### src/rtl/alu_operand_loader.sv
// Byte-serial operand entry front end for the 32-bit ALU: a debounced push button steps
// switch bytes into shadow registers and commits A, B and the opcode to the ALU in one edge.
module alu_operand_loader #(
   parameter int DEB_CNT = 1000000,
   parameter int CNT_W   = 20
) (
   input  logic        CLK,
   input  logic        Rst_n,
   input  logic [7:0]  SW,
   input  logic        Btn,
   input  logic        Clr,
   output logic [31:0] AA,
   output logic [31:0] BB,
   output logic [2:0]  ALU_OP,
   output logic        Valid,
   output logic        Commit,
   output logic [3:0]  Phase
);

   typedef enum logic [1:0] {
      S_A    = 2'b00,
      S_B    = 2'b01,
      S_OP   = 2'b10,
      S_DONE = 2'b11
   } state_t;

   // Button conditioning
   logic             btn_meta_reg;
   logic             btn_s_reg;
   logic [CNT_W-1:0] cnt_reg;
   logic             deb_reg;
   logic             deb_prev_reg;
   logic             step;

   // Entry state
   state_t       state_reg, state_next;
   logic [1:0]   idx_reg, idx_next;
   logic [31:0]  a_sh_reg, a_sh_next;
   logic [31:0]  b_sh_reg, b_sh_next;
   logic [31:0]  aa_reg, aa_next;
   logic [31:0]  bb_reg, bb_next;
   logic [2:0]   op_reg, op_next;
   logic         valid_reg, valid_next;
   logic         commit_reg, commit_next;

   // The debounced level only follows btn_s after DEB_CNT consecutive disagreeing cycles.
   always_ff @(posedge CLK) begin
      if (!Rst_n) begin
         btn_meta_reg <= 1'b0;
         btn_s_reg    <= 1'b0;
         cnt_reg      <= '0;
         deb_reg      <= 1'b0;
         deb_prev_reg <= 1'b0;
      end else begin
         btn_meta_reg <= Btn;
         btn_s_reg    <= btn_meta_reg;
         deb_prev_reg <= deb_reg;
         if (btn_s_reg == deb_reg) begin
            cnt_reg <= '0;
         end else if (cnt_reg == CNT_W'(DEB_CNT - 1)) begin
            deb_reg <= btn_s_reg;
            cnt_reg <= '0;
         end else begin
            cnt_reg <= cnt_reg + CNT_W'(1);
         end
      end
   end

   assign step = deb_reg & ~deb_prev_reg;

   always_ff @(posedge CLK) begin
      if (!Rst_n) begin
         state_reg  <= S_A;
         idx_reg    <= 2'd0;
         a_sh_reg   <= '0;
         b_sh_reg   <= '0;
         aa_reg     <= '0;
         bb_reg     <= '0;
         op_reg     <= '0;
         valid_reg  <= 1'b0;
         commit_reg <= 1'b0;
      end else begin
         state_reg  <= state_next;
         idx_reg    <= idx_next;
         a_sh_reg   <= a_sh_next;
         b_sh_reg   <= b_sh_next;
         aa_reg     <= aa_next;
         bb_reg     <= bb_next;
         op_reg     <= op_next;
         valid_reg  <= valid_next;
         commit_reg <= commit_next;
      end
   end

   always_comb begin
      state_next  = state_reg;
      idx_next    = idx_reg;
      a_sh_next   = a_sh_reg;
      b_sh_next   = b_sh_reg;
      aa_next     = aa_reg;
      bb_next     = bb_reg;
      op_next     = op_reg;
      valid_next  = valid_reg;
      commit_next = 1'b0;

      // Clr restarts entry but never disturbs what the ALU is currently computing on.
      if (Clr) begin
         state_next = S_A;
         idx_next   = 2'd0;
         a_sh_next  = '0;
         b_sh_next  = '0;
      end else if (step) begin
         case (state_reg)
            S_A: begin
               a_sh_next[{idx_reg, 3'b000} +: 8] = SW;
               idx_next = idx_reg + 2'd1;
               if (idx_reg == 2'd3) begin
                  state_next = S_B;
               end
            end
            S_B: begin
               b_sh_next[{idx_reg, 3'b000} +: 8] = SW;
               idx_next = idx_reg + 2'd1;
               if (idx_reg == 2'd3) begin
                  state_next = S_OP;
               end
            end
            S_OP: begin
               aa_next     = a_sh_reg;
               bb_next     = b_sh_reg;
               op_next     = SW[2:0];
               valid_next  = 1'b1;
               commit_next = 1'b1;
               idx_next    = 2'd0;
               state_next  = S_DONE;
            end
            S_DONE: begin
               state_next = S_A;
               idx_next   = 2'd0;
               a_sh_next  = '0;
               b_sh_next  = '0;
            end
            default: begin
               state_next = S_A;
               idx_next   = 2'd0;
            end
         endcase
      end
   end

   assign AA     = aa_reg;
   assign BB     = bb_reg;
   assign ALU_OP = op_reg;
   assign Valid  = valid_reg;
   assign Commit = commit_reg;
   assign Phase  = {state_reg, idx_reg};

endmodule

### config.mk
export PLATFORM = sky130hd
export DESIGN_NAME = alu_operand_loader
export DESIGN_NICKNAME = d
export VERILOG_FILES = /design/src/rtl/alu_operand_loader.sv
export SDC_FILE = /design/constraint.sdc
export NUM_CORES = 1
export LEC_CHECK = 0
export ABC_CLOCK_PERIOD_IN_PS = 2500
export CAP_MARGIN = 20
export CORE_AREA = 10 10 114 168
export CTS_CLUSTER_SIZE = 30
export DETAILED_ROUTE_END_ITERATION = 8
export DIE_AREA = 0 0 124 178
export PLACE_DENSITY_LB_ADDON = 0.05
export SLEW_MARGIN = 40
export SYNTH_ARGS = -nofsm -noshare
export SYNTH_HDL_FRONTEND = slang
export SYNTH_SLANG_ARGS = --single-unit
### constraint.sdc
create_clock -name CLK -period 2.5 [get_ports CLK]
set_input_delay 0.25 -clock CLK [delete_from_list [all_inputs] [get_ports CLK]]
set_output_delay 0.25 -clock CLK [all_outputs]
set_load 0.03 [all_outputs]
Word level (Yosys, flattened, before mapping) --
Index checks and enable logic that the tools add are counted.
Storage, ports and cells: bits in registers 161, bits of input ports 12, output and inout bits 73, word-level logic and storage cells 55
Cells by class: add/subtract/negate cells 3, eq/ne operators 8, shift operators 2, mux-type cells 9, bitwise operators 6, reduce and logical (&&, ||, !) cells 13
Operator list (count):
- $pmux W32 S2 | 2
- $bwmux W32 | 2
- $shift A8 B7 Y32 const A | 1
- $shiftx A8 B7 Y32 | 1
- $add A20 B1 Y20 const B | 1
- $eq A20 B20 Y1 const B | 1
- $pmux W2 S4 | 1
- $neg A5 Y7 | 1
- $eq A2 B2 Y1 const B | 3
- $reduce_and A2 Y1 | 3
- $reduce_and A3 Y1 | 2
- $reduce_or A2 Y1 | 3
- $reduce_or A3 Y1 | 2
- $not A1 Y1 | 5
- $mux W2 | 2
- $ne A2 B2 Y1 const B | 2
- $pmux W2 S2 | 1
- $reduce_bool A2 Y1 | 2
- $add A2 B1 Y2 const B | 1
- $eq A2 B1 Y1 const B | 1
- $logic_not A2 Y1 | 1
- $and A1 B1 Y1 | 1
- $eq A1 B1 Y1 | 1
- $mux W1 | 1

Logic depth before layout (Yosys ltp) --
Gate-level depths: netlist of the first run.
word-level depth 4, gate-level depth with buffers 7, depth with buffers taken out 6

Worst setup path before layout of the first run --
Ideal clock, no wire load.
kind reg2reg, start reg idx_reg[0], end reg a_sh_reg[24], setup time 0.070 ns, arrival time 2.170 ns, required time 2.430 ns, setup slack 0.259 ns, cell stages (with the launch flop) 7, buffers on the path 1, clock period less this slack 2.241 ns, cells stage by stage dfxtp_1 > inv_1 > ha_1 > nor4_2 > clkbuf_1 > nand3_1 > a21oi_1
On the way: longest elaborated chain between the ends 4, elaborated cells between the ends (all ways) 5, those cells by class add/sub: 1; shift: 2; mux: 2
RTL lines:
- from (decl) | line 37 | logic [1:0] idx_reg, idx_next;
- from (signal assigned) | line 84 | idx_reg <= idx_next;
- $neg A5 Y7 * | line 115 | a_sh_next[{idx_reg, 3'b000} +: 8] = SW;
- $shiftx A8 B7 Y32 or $shift A8 B7 Y32 (tied branches) | line 115
- $bwmux W32 * | line 115
- $pmux W32 S2 * | line 113 | case (state_reg)
- to (signal assigned) | line 85 | a_sh_reg <= a_sh_next;
- to (decl) | line 38 | logic [31:0] a_sh_reg, a_sh_next;
Mark *: on every way between the ends. The rest lies on a longest branch, timed or not. A chain may end at the register's enable or synchronous reset.

Final worst setup path of the first run --
start reg idx_reg[0], end reg b_sh_reg[10]
On the way: longest elaborated chain between the ends 4, elaborated cells between the ends (all ways) 5, those cells by class add/sub: 1; shift: 2; mux: 2
RTL lines:
- $neg A5 Y7 * | line 122 | b_sh_next[{idx_reg, 3'b000} +: 8] = SW;
- $shiftx A8 B7 Y32 or $shift A8 B7 Y32 (tied branches) | line 122
- $bwmux W32 * | line 122
- $pmux W32 S2 * | line 113
- to (signal assigned) | line 86 | b_sh_reg <= b_sh_next;
- to (decl) | line 39 | logic [31:0] b_sh_reg, b_sh_next;
Marked as above.

==> metrics, run 1 <==
outcome=finished clean; Post-synth ARST share=0%; area grow syn2layout=25.7%; RSZ-0062 raised after global routing=false; Setup Viol. Count Final=0; fillers=1,563; antenna viol nets, final=0; Critical Path Start Type=flop; Port Buffer Count=84; Avg Cell Area, Syn=between 8 and 9 µm²; Initial DRC Count=215; largest net degree at the start of global routing=42; DRC=0; GRT Util Overall=between 15 and 20%; core region area=16,000 µm²; Mapped Cells=around 740; Slowest cell on crit path=dfxtp_1; GR Overflow Total=0; DR vias=5,163; path type of the worst setup path=reg2reg; Buf/Inv on CP=2; Yosys warning total=0; fin nets=836; number of enable flip-flop cells after synthesis=0; CP required=between 2000 and 3000 ps; Flop pwr share=48.5%; WHS=293 ps; Final Critical Period=2100 ps; TritonCTS Buffers=17; number of global-route vias before repair=between 5,000 and 6,000; Worst-Margin Slew=between 700 and 800 ps; post-synth net total=around 770; Fmax=476 MHz; Chip Height=178 µm; routed vias/inst=5.01; max cap viols=0; Pwr Total=5300 µW; commonest non-fill, non-tap cell in the layout=nand2_1; io pins=85; hold depth=2; die area=22,100 µm²; Pleak=0.00252 µW; clk root buf=clkbuf_16; Worst Setup Slack, final=roughly 400 ps; RR Startpoint=idx_reg[0]$_SDFFE_PP0N_; maximum vdd drop=approximately 0.35 mV; CP Max Fanout=8; TritonCTS clock tree=built; highest cell delay on the worst timing path=510 ps; PwrDens=666 nW/µm²; # rows=57; min-delay src=Rst_n; H-tree level count=4; post-CTS setup buffers=0; dpl hpwl=between 10,000 and 15,000 µm; Final period util=a little over four fifths; sequential standard cell area=roughly 3200 µm²; ys flop type=dfxtp_1; Sw Pwr=1180 µW; register bit total from synthesis=about 160; Starting Density=roughly two fifths; combinational cell fraction of total power=2.0%; layout cell share with drive strength beyond 1=7.15%; Internal Pwr Total=4120 µW; post-CTS sizing=0; reg2reg end=b_sh_reg[10]$_SDFFE_PP0P_; Crit path max-delay family=flip-flops; DR WL/cell=16.3 µm; DIE WIDTH=124 µm; Max Buffers Root-to-Sink=2; Clock Latency Late Sink=430 ps; R2R Setup Slk=400 ps; 1st-pass router iterations=4; Clk pwr share=roughly 50%; Clock Skew=between 15 and 20 ps; library cells used by synthesis=38; slew margin rel.=49.7%; initial antenna violation count=0; routability congestion estimate from global placement=0.804; Setup TNS=0 ps; Hold EP=Valid$_SDFFE_PN0P_; Worst R2R Path Depth=7; diode count=0; Final Max Tran Viols=0; first-pass GRT wire length=27,300 µm; crit end category=flop; CTS Hold Bufs=0; Critical Path AT=2460 ps; switching part of the total=22.3%; post-synthesis sequential area ratio=slightly above 50%; clock sinks=approximately 160; final wirelength=16,800 µm; crit-path cells=inv_1 -> ha_1 -> nand2_1 -> nor4_2 -> buf_4 -> nand3_1 -> a21oi_1; Min-Delay Path Class=in2reg; Cell Area, Synth=6320 µm²; most frequent cells in the layout=nand2_1 (192), dfxtp_1 (161), clkdlybuf4s50_1 (83); hold violation count in the final report=0; CTS clk-pin slew, worst paths=70 ps; Setup WS pre-CTS=419 ps; area of the multi-input gates=2890 µm²
## Yosys cell counts (all sizes together), types with 5 or more instances
cell / count / area, µm²
and2: 14 / 87.6
ha: 11 / 138
and4: 5 / 43.8
a21boi: 67 / 503
clkbuf: 40 / 150
mux2i: 18 / 180
nor3: 7 / 40.0
nand2: 192 / 721
buf: 9 / 45.0
dfxtp: 161 / 3220
xor2: 12 / 105
nor2: 42 / 160
a21oi: 59 / 295
inv: 6 / 22.5
nand3: 57 / 290
or3: 8 / 50.1
nand2b: 5 / 31.3
o21ai: 6 / 30.0
## layout make-up
| cell class | instances | area share [%] |
|---|---|---|
| flip-flops and latches | 161 | 40.5 |
| multi-input cells | 526 | 36.4 |
| repair buffers | 101 | 12.1 |
| clock buffers | 18 | 5.52 |
| well taps | 206 | 3.24 |
| clock inverters | 13 | 1.90 |
| inverters | 6 | 0.283 |
## power groups by stage
stage / Clock (µW) / Combinational, µW / Sequential [µW]
after floorplan: 0 / 56.0 / 2620
after global placement: 0 / 109 / 2630
after detailed placement: 0 / 110 / 2630
after CTS: 2680 / 110 / 2570
after global routing: 2780 / 117 / 2570
final: 2620 / 108 / 2570
## routing by layer
metal	vias up	GRT usage, %	part of all wire [%]
met4	0	5.49	0.70
met5	-	0	0
li1	2628	-	-
met3	7	4.46	5.6
met1	2448	17.6	41
met2	80	27.5	53
## through the flow
stage	util [%]	cells	area (µm²)
final	49.5	1031	7950
after detailed placement	45.9	1000	7360
after floorplan	-	742	6320
after CTS	49.5	1031	7950
after global routing	49.5	1031	7950
after global placement	45.9	1000	7360
## worst max-delay path by stage
stage	start	to	slack, ps	cells past startpoint
5_1_grt	state_reg[1]$_SDFFE_PP0P_	a_sh_reg[16]$_SDFFE_PP0P_	250	5
6_report	idx_reg[0]$_SDFFE_PP0N_	b_sh_reg[10]$_SDFFE_PP0P_	400	7
4_1_cts	idx_reg[0]$_SDFFE_PP0N_	b_sh_reg[10]$_SDFFE_PP0P_	410	7
3_3_place_gp	idx_reg[0]$_SDFFE_PP0N_	b_sh_reg[9]$_SDFFE_PP0P_	520	7
2_1_floorplan	idx_reg[0]$_SDFFE_PP0N_	a_sh_reg[24]$_SDFFE_PP0P_	260	6
3_5_place_dp	idx_reg[0]$_SDFFE_PP0N_	b_sh_reg[10]$_SDFFE_PP0P_	420	7
## worst register-to-register path, cell delays in order, from the launching register on
cell and delay [ps]:
dfxtp_1 510, inv_1 200, ha_1 430, nand2_1 90, nor4_2 310, buf_4 250, nand3_1 90, a21oi_1 160
## kinds of logic (layout without fill, tap and decap cells)
kind of cell,count (synthesis),count (layout),synth area share (%)
flops,161,161,51.0
compound gates,137,137,13.9
xor+xnor,13,13,1.80
simple gates,347,347,24.9
fa+ha+maj,11,11,2.18
mux,18,18,2.85
buf+inv,55,138,3.44
Power figures use the tool's default switching activity.
==> run 2: changes to the inputs <==
- ABC_CLOCK_PERIOD_IN_PS: 2500 -> 2130
- clock period: 2.5 -> 2.13 ns (I/O delays scaled with it)
==> run 2 against run 1 <==
  * Hold slack better by 66 ps
  * Clock power is 13% higher
  * Clock skew down 7.1 ps
  * Critical path type unchanged
  * Largest cell class unchanged
==> metrics, run 2 (synthesis gave the netlist of run 1 again) <==
sequential standard cell area=3220 µm² (about the same); Worst-Margin Slew=613 ps (-135 ps); WHS=360 ps (+66.5 ps); path type of the worst setup path=reg2reg; Clock Latency Late Sink=420 ps (about the same); antenna viol nets, final=0 (unchanged); routability congestion estimate from global placement=0.841 (+4.6%); TritonCTS Buffers=17 (unchanged); outcome=finished clean; max cap viols=0 (unchanged); Max Buffers Root-to-Sink=2 (unchanged); Setup TNS=0 ps (unchanged); DR WL/cell=16.0 µm (-1.8%); first-pass GRT wire length=27,000 µm (-1.2%); PwrDens=759 nW/µm² (+14%); fillers=1,571 (+0.51%); Starting Density=39.4% (unchanged); initial antenna violation count=0 (unchanged); diode count=0 (unchanged); Clock Skew=8.41 ps (-7.06 ps); number of global-route vias before repair=5,188 (-0.92%); maximum vdd drop=0.486 mV (+40%); Min-Delay Path Class=in2reg; dpl hpwl=11,800 µm (about the same); CTS clk-pin slew, worst paths=60 ps (about the same); GR Overflow Total=0 (unchanged); DIE WIDTH=124 µm (unchanged); die area=22,100 µm² (unchanged); Critical Path AT=2250 ps (-210 ps); Initial DRC Count=277 (+29%); Port Buffer Count=84 (unchanged); hold violation count in the final report=0 (unchanged); DRC=0 (unchanged); Pleak=0.00256 µW (+1.6%); area grow syn2layout=26.9%; Setup Viol. Count Final=0 (unchanged); GRT Util Overall=15.6% (-0.11 points); commonest non-fill, non-tap cell in the layout=nand2_1; core region area=16,000 µm² (unchanged); DR vias=5,198 (+0.68%); final wirelength=16,600 µm (-1.1%); crit end category=flop; area of the multi-input gates=2900 µm² (+0.30%); 1st-pass router iterations=4 (unchanged); Final period util=89.5% (+5.4 points); io pins=85 (unchanged); Final Max Tran Viols=0 (unchanged); H-tree level count=4 (unchanged); Chip Height=178 µm (unchanged); largest net degree at the start of global routing=75 (+79%); post-CTS setup buffers=0 (unchanged); Worst Setup Slack, final=225 ps (-174 ps); CP Max Fanout=8 (unchanged); # rows=57 (unchanged); clock sinks=161 (unchanged); Setup WS pre-CTS=186 ps (-233 ps); slew margin rel.=59.1% (+9.4 points); Critical Path Start Type=flop; Fmax=525 MHz (+10%); clk root buf=clkbuf_16; fin nets=842 (+0.72%); CP required=2480 ps (-370 ps); layout cell share with drive strength beyond 1=7.93% (+0.78 points); most frequent cells in the layout=nand2_1 (192), dfxtp_1 (160), clkdlybuf4s50_1 (83); RSZ-0062 raised after global routing=false; Final Critical Period=1910 ps (-196 ps); routed vias/inst=5.01 (about the same); TritonCTS clock tree=built
run 2: final cells by class:
class                           instances  area share (%)
Inverter                                6           0.281
Timing Repair Buffer                  107            13.0
Clock inverter                         11            1.31
Clock buffer                           21            5.86
Sequential cell                       161            40.2
Multi-Input combinational cell        526            36.1
Tap cell                              206            3.21
run 2: path summary, 6_finish.rpt:
| check | cells past startpoint | endpoint | slack (ps) | from |
|---|---|---|---|---|
| worst max-delay path | 7 | b_sh_reg[12]$_SDFFE_PP0P_ | 220 | idx_reg[0]$_SDFFE_PP0N_ |
| worst min-delay path | 3 | a_sh_reg[26]$_SDFFE_PP0P_ | 360 | Rst_n |
| worst max register to register | 7 | b_sh_reg[12]$_SDFFE_PP0P_ | 220 | idx_reg[0]$_SDFFE_PP0N_ |
| worst min register to register | 1 | btn_s_reg$_SDFF_PN0_ | 440 | btn_meta_reg$_SDFF_PN0_ |
run 2: worst max-delay path, cell delays in order (launching register included):
cell and delay (ps):
dfxtp_2 410, inv_1 160, ha_1 410, nand2_1 120
nor4_4 240, buf_4 230, nand3_1 90, a21oi_1 180
run 2: per-stage QoR:
| step | std cells | total power [µW] | util [%] | cell area (µm²) |
|---|---|---|---|---|
| detailed placement | 1006 | 3220 | 46.4 | 7440 |
| CTS | 1038 | 6170 | 50.0 | 8020 |
| floorplan | 742 | 3150 | - | 6330 |
| finish | 1038 | 6100 | 50.0 | 8030 |
| global route | 1038 | 6310 | 50.0 | 8030 |
| global placement | 1006 | 3210 | 46.4 | 7440 |
run 2: repair_timing:
action	CTS	global route
resized for setup	0	1
hold buffers	0	0
endpoints found under the setup margin	0	1
run 2: metal layers:
metal / track usage, % / vias to the layer above / wire length (µm)
met5: 0 / - / 0
met4: 5.68 / 0 / 209
met3: 4.27 / 13 / 987
met2: 27.6 / 93 / 8680
met1: 17.2 / 2460 / 6740
li1: - / 2632 / -
run 2: report_power, final:
part	switching (µW)	internal (µW)	total (µW)
clock network	1240	1710	2950
registers	1.19	3010	3010
logic	80.7	51.5	132
==> run 3: changes to the inputs <==
- CTS_BUF_LIST: default -> sky130_fd_sc_hd__clkbuf_16
==> run 3 against run 2 <==
  * Register-to-register slack worse by 20 ps
  * Wire length grew 0.24%
  * First-iteration DRC count is 1.4% higher
  * Sequential cell count did not move
  * Sequential share of layout area is 0.15 points higher
  * Largest cell class unchanged
  * Highest routed layer unchanged
==> metrics, run 3 (synthesis gave the netlist of run 1 again) <==
hold violation count in the final report=0 (unchanged); Setup TNS=0 ps (unchanged); PwrDens=748 nW/µm² (-1.5%); Fmax=519 MHz (-1.0%); GR Overflow Total=0 (unchanged); initial antenna violation count=0 (unchanged); clock sinks=161 (unchanged); H-tree level count=4 (unchanged); DIE WIDTH=124 µm (unchanged); Worst-Margin Slew=606 ps (-6.33 ps); path type of the worst setup path=reg2reg; dpl hpwl=11,800 µm (unchanged); io pins=85 (unchanged); core region area=16,000 µm² (unchanged); CP required=2480 ps (about the same); CP Max Fanout=8 (unchanged); Max Buffers Root-to-Sink=2 (unchanged); CTS clk-pin slew, worst paths=60 ps (about the same); Setup Viol. Count Final=0 (unchanged); die area=22,100 µm² (unchanged); Critical Path AT=2280 ps (+30 ps); maximum vdd drop=0.486 mV (+0.14%); most frequent cells in the layout=nand2_1 (192), dfxtp_1 (160), clkdlybuf4s50_1 (83); slew margin rel.=59.6% (+0.42 points); outcome=finished clean; Critical Path Start Type=flop; routability congestion estimate from global placement=0.841 (unchanged); post-CTS setup buffers=0 (unchanged); TritonCTS clock tree=built; R2R Setup Slk=210 ps (-20 ps); layout cell share with drive strength beyond 1=7.57% (-0.36 points); Pleak=0.00255 µW (-0.50%); final wirelength=16,700 µm (+0.24%); TritonCTS Buffers=17 (unchanged); placed cell area=7440 µm² (unchanged); GRT Util Overall=15.6% (+0.052 points); 1st-pass router iterations=4 (unchanged); DR vias=5,190 (-0.15%); Chip Height=178 µm (unchanged); clk root buf=clkbuf_16; commonest non-fill, non-tap cell in the layout=nand2_1; max cap viols=0 (unchanged); largest net degree at the start of global routing=75 (unchanged); Min-Delay Path Class=in2reg; CTS Hold Bufs=0 (unchanged); RSZ-0062 raised after global routing=false; number of global-route vias before repair=5,190 (+0.039%); Starting Density=39.4% (unchanged); Port Buffer Count=84 (unchanged); Clock Skew=8.09 ps (-0.316 ps); cell area after layout=8000 µm² (-0.37%); DRC=0 (unchanged); Initial DRC Count=281 (+1.4%); fin nets=842 (unchanged); Final Max Tran Viols=0 (unchanged); crit end category=flop; diode count=0 (unchanged); Final Critical Period=1920 ps (+19.6 ps); antenna viol nets, final=0 (unchanged); Final period util=90.4% (+0.92 points); Clock Latency Late Sink=430 ps (about the same); first-pass GRT wire length=27,000 µm (about the same); DR WL/cell=16.0 µm (+0.24%); # rows=57 (unchanged); routed vias/inst=5.00 (-0.15%); area grow syn2layout=26.4%
-- run 3: cell type report --
| class | instances | area [µm²] |
|---|---|---|
| Clock buffer | 17 | 425 |
| Clock inverter | 15 | 120 |
| Fill cell | 1581 | 8050 |
| Inverter | 6 | 22.5 |
| Multi-Input combinational cell | 526 | 2900 |
| Sequential cell | 161 | 3220 |
| Tap cell | 206 | 258 |
| Timing Repair Buffer | 107 | 1050 |
-- run 3: routing by layer --
metal / GRT usage (%) / vias up / routed length, µm
met4: 5.97 / 0 / 195
met5: 0 / - / 0
met1: 17.2 / 2439 / 6770
met2: 27.6 / 105 / 8670
met3: 4.27 / 15 / 1020
li1: - / 2631 / -
-- run 3: path summary, 6_finish.rpt --
path	from	cells past startpoint	to
worst min register to register	btn_meta_reg$_SDFF_PN0_	1	btn_s_reg$_SDFF_PN0_
worst min-delay path	Rst_n	3	a_sh_reg[26]$_SDFFE_PP0P_
worst max register to register	idx_reg[0]$_SDFFE_PP0N_	7	b_sh_reg[12]$_SDFFE_PP0P_
worst max-delay path	idx_reg[0]$_SDFFE_PP0N_	7	b_sh_reg[12]$_SDFFE_PP0P_
-- run 3: report_power, final --
group	switching, µW	leakage, µW	internal, µW
clock network	1240	0.000259	1590
registers	1.19	0.00130	3010
logic	80.6	0.000994	51.5
total	1320	0.00255	4660
-- run 3: worst max-delay path, stage by stage, from the launching register on --
cell     delay (ps)
dfxtp_2         410
inv_1           160
ha_1            410
nand2_1         120
nor4_4          250
buf_4           230
nand3_1          90
a21oi_1         180
-- run 3: what timing repair did --
action / in CTS / in global routing
resized for setup: 0 / 1
setup endpoints to repair: 0 / 1
hold endpoints to repair: 0 / 0
-- run 3: through the flow --
stage / std cells / total power, µW / utilization [%] / worst slack (ps) / hold WS [ps]
after floorplan: 742 / 3150 / - / 37.8 / 340
after global placement: 1006 / 3210 / 46.4 / 259 / 434
after detailed placement: 1006 / 3220 / 46.4 / 186 / 428
after CTS: 1038 / 6060 / 49.8 / 153 / 342
after global routing: 1038 / 6190 / 49.8 / 20.8 / 377
final: 1038 / 5980 / 49.8 / 205 / 356
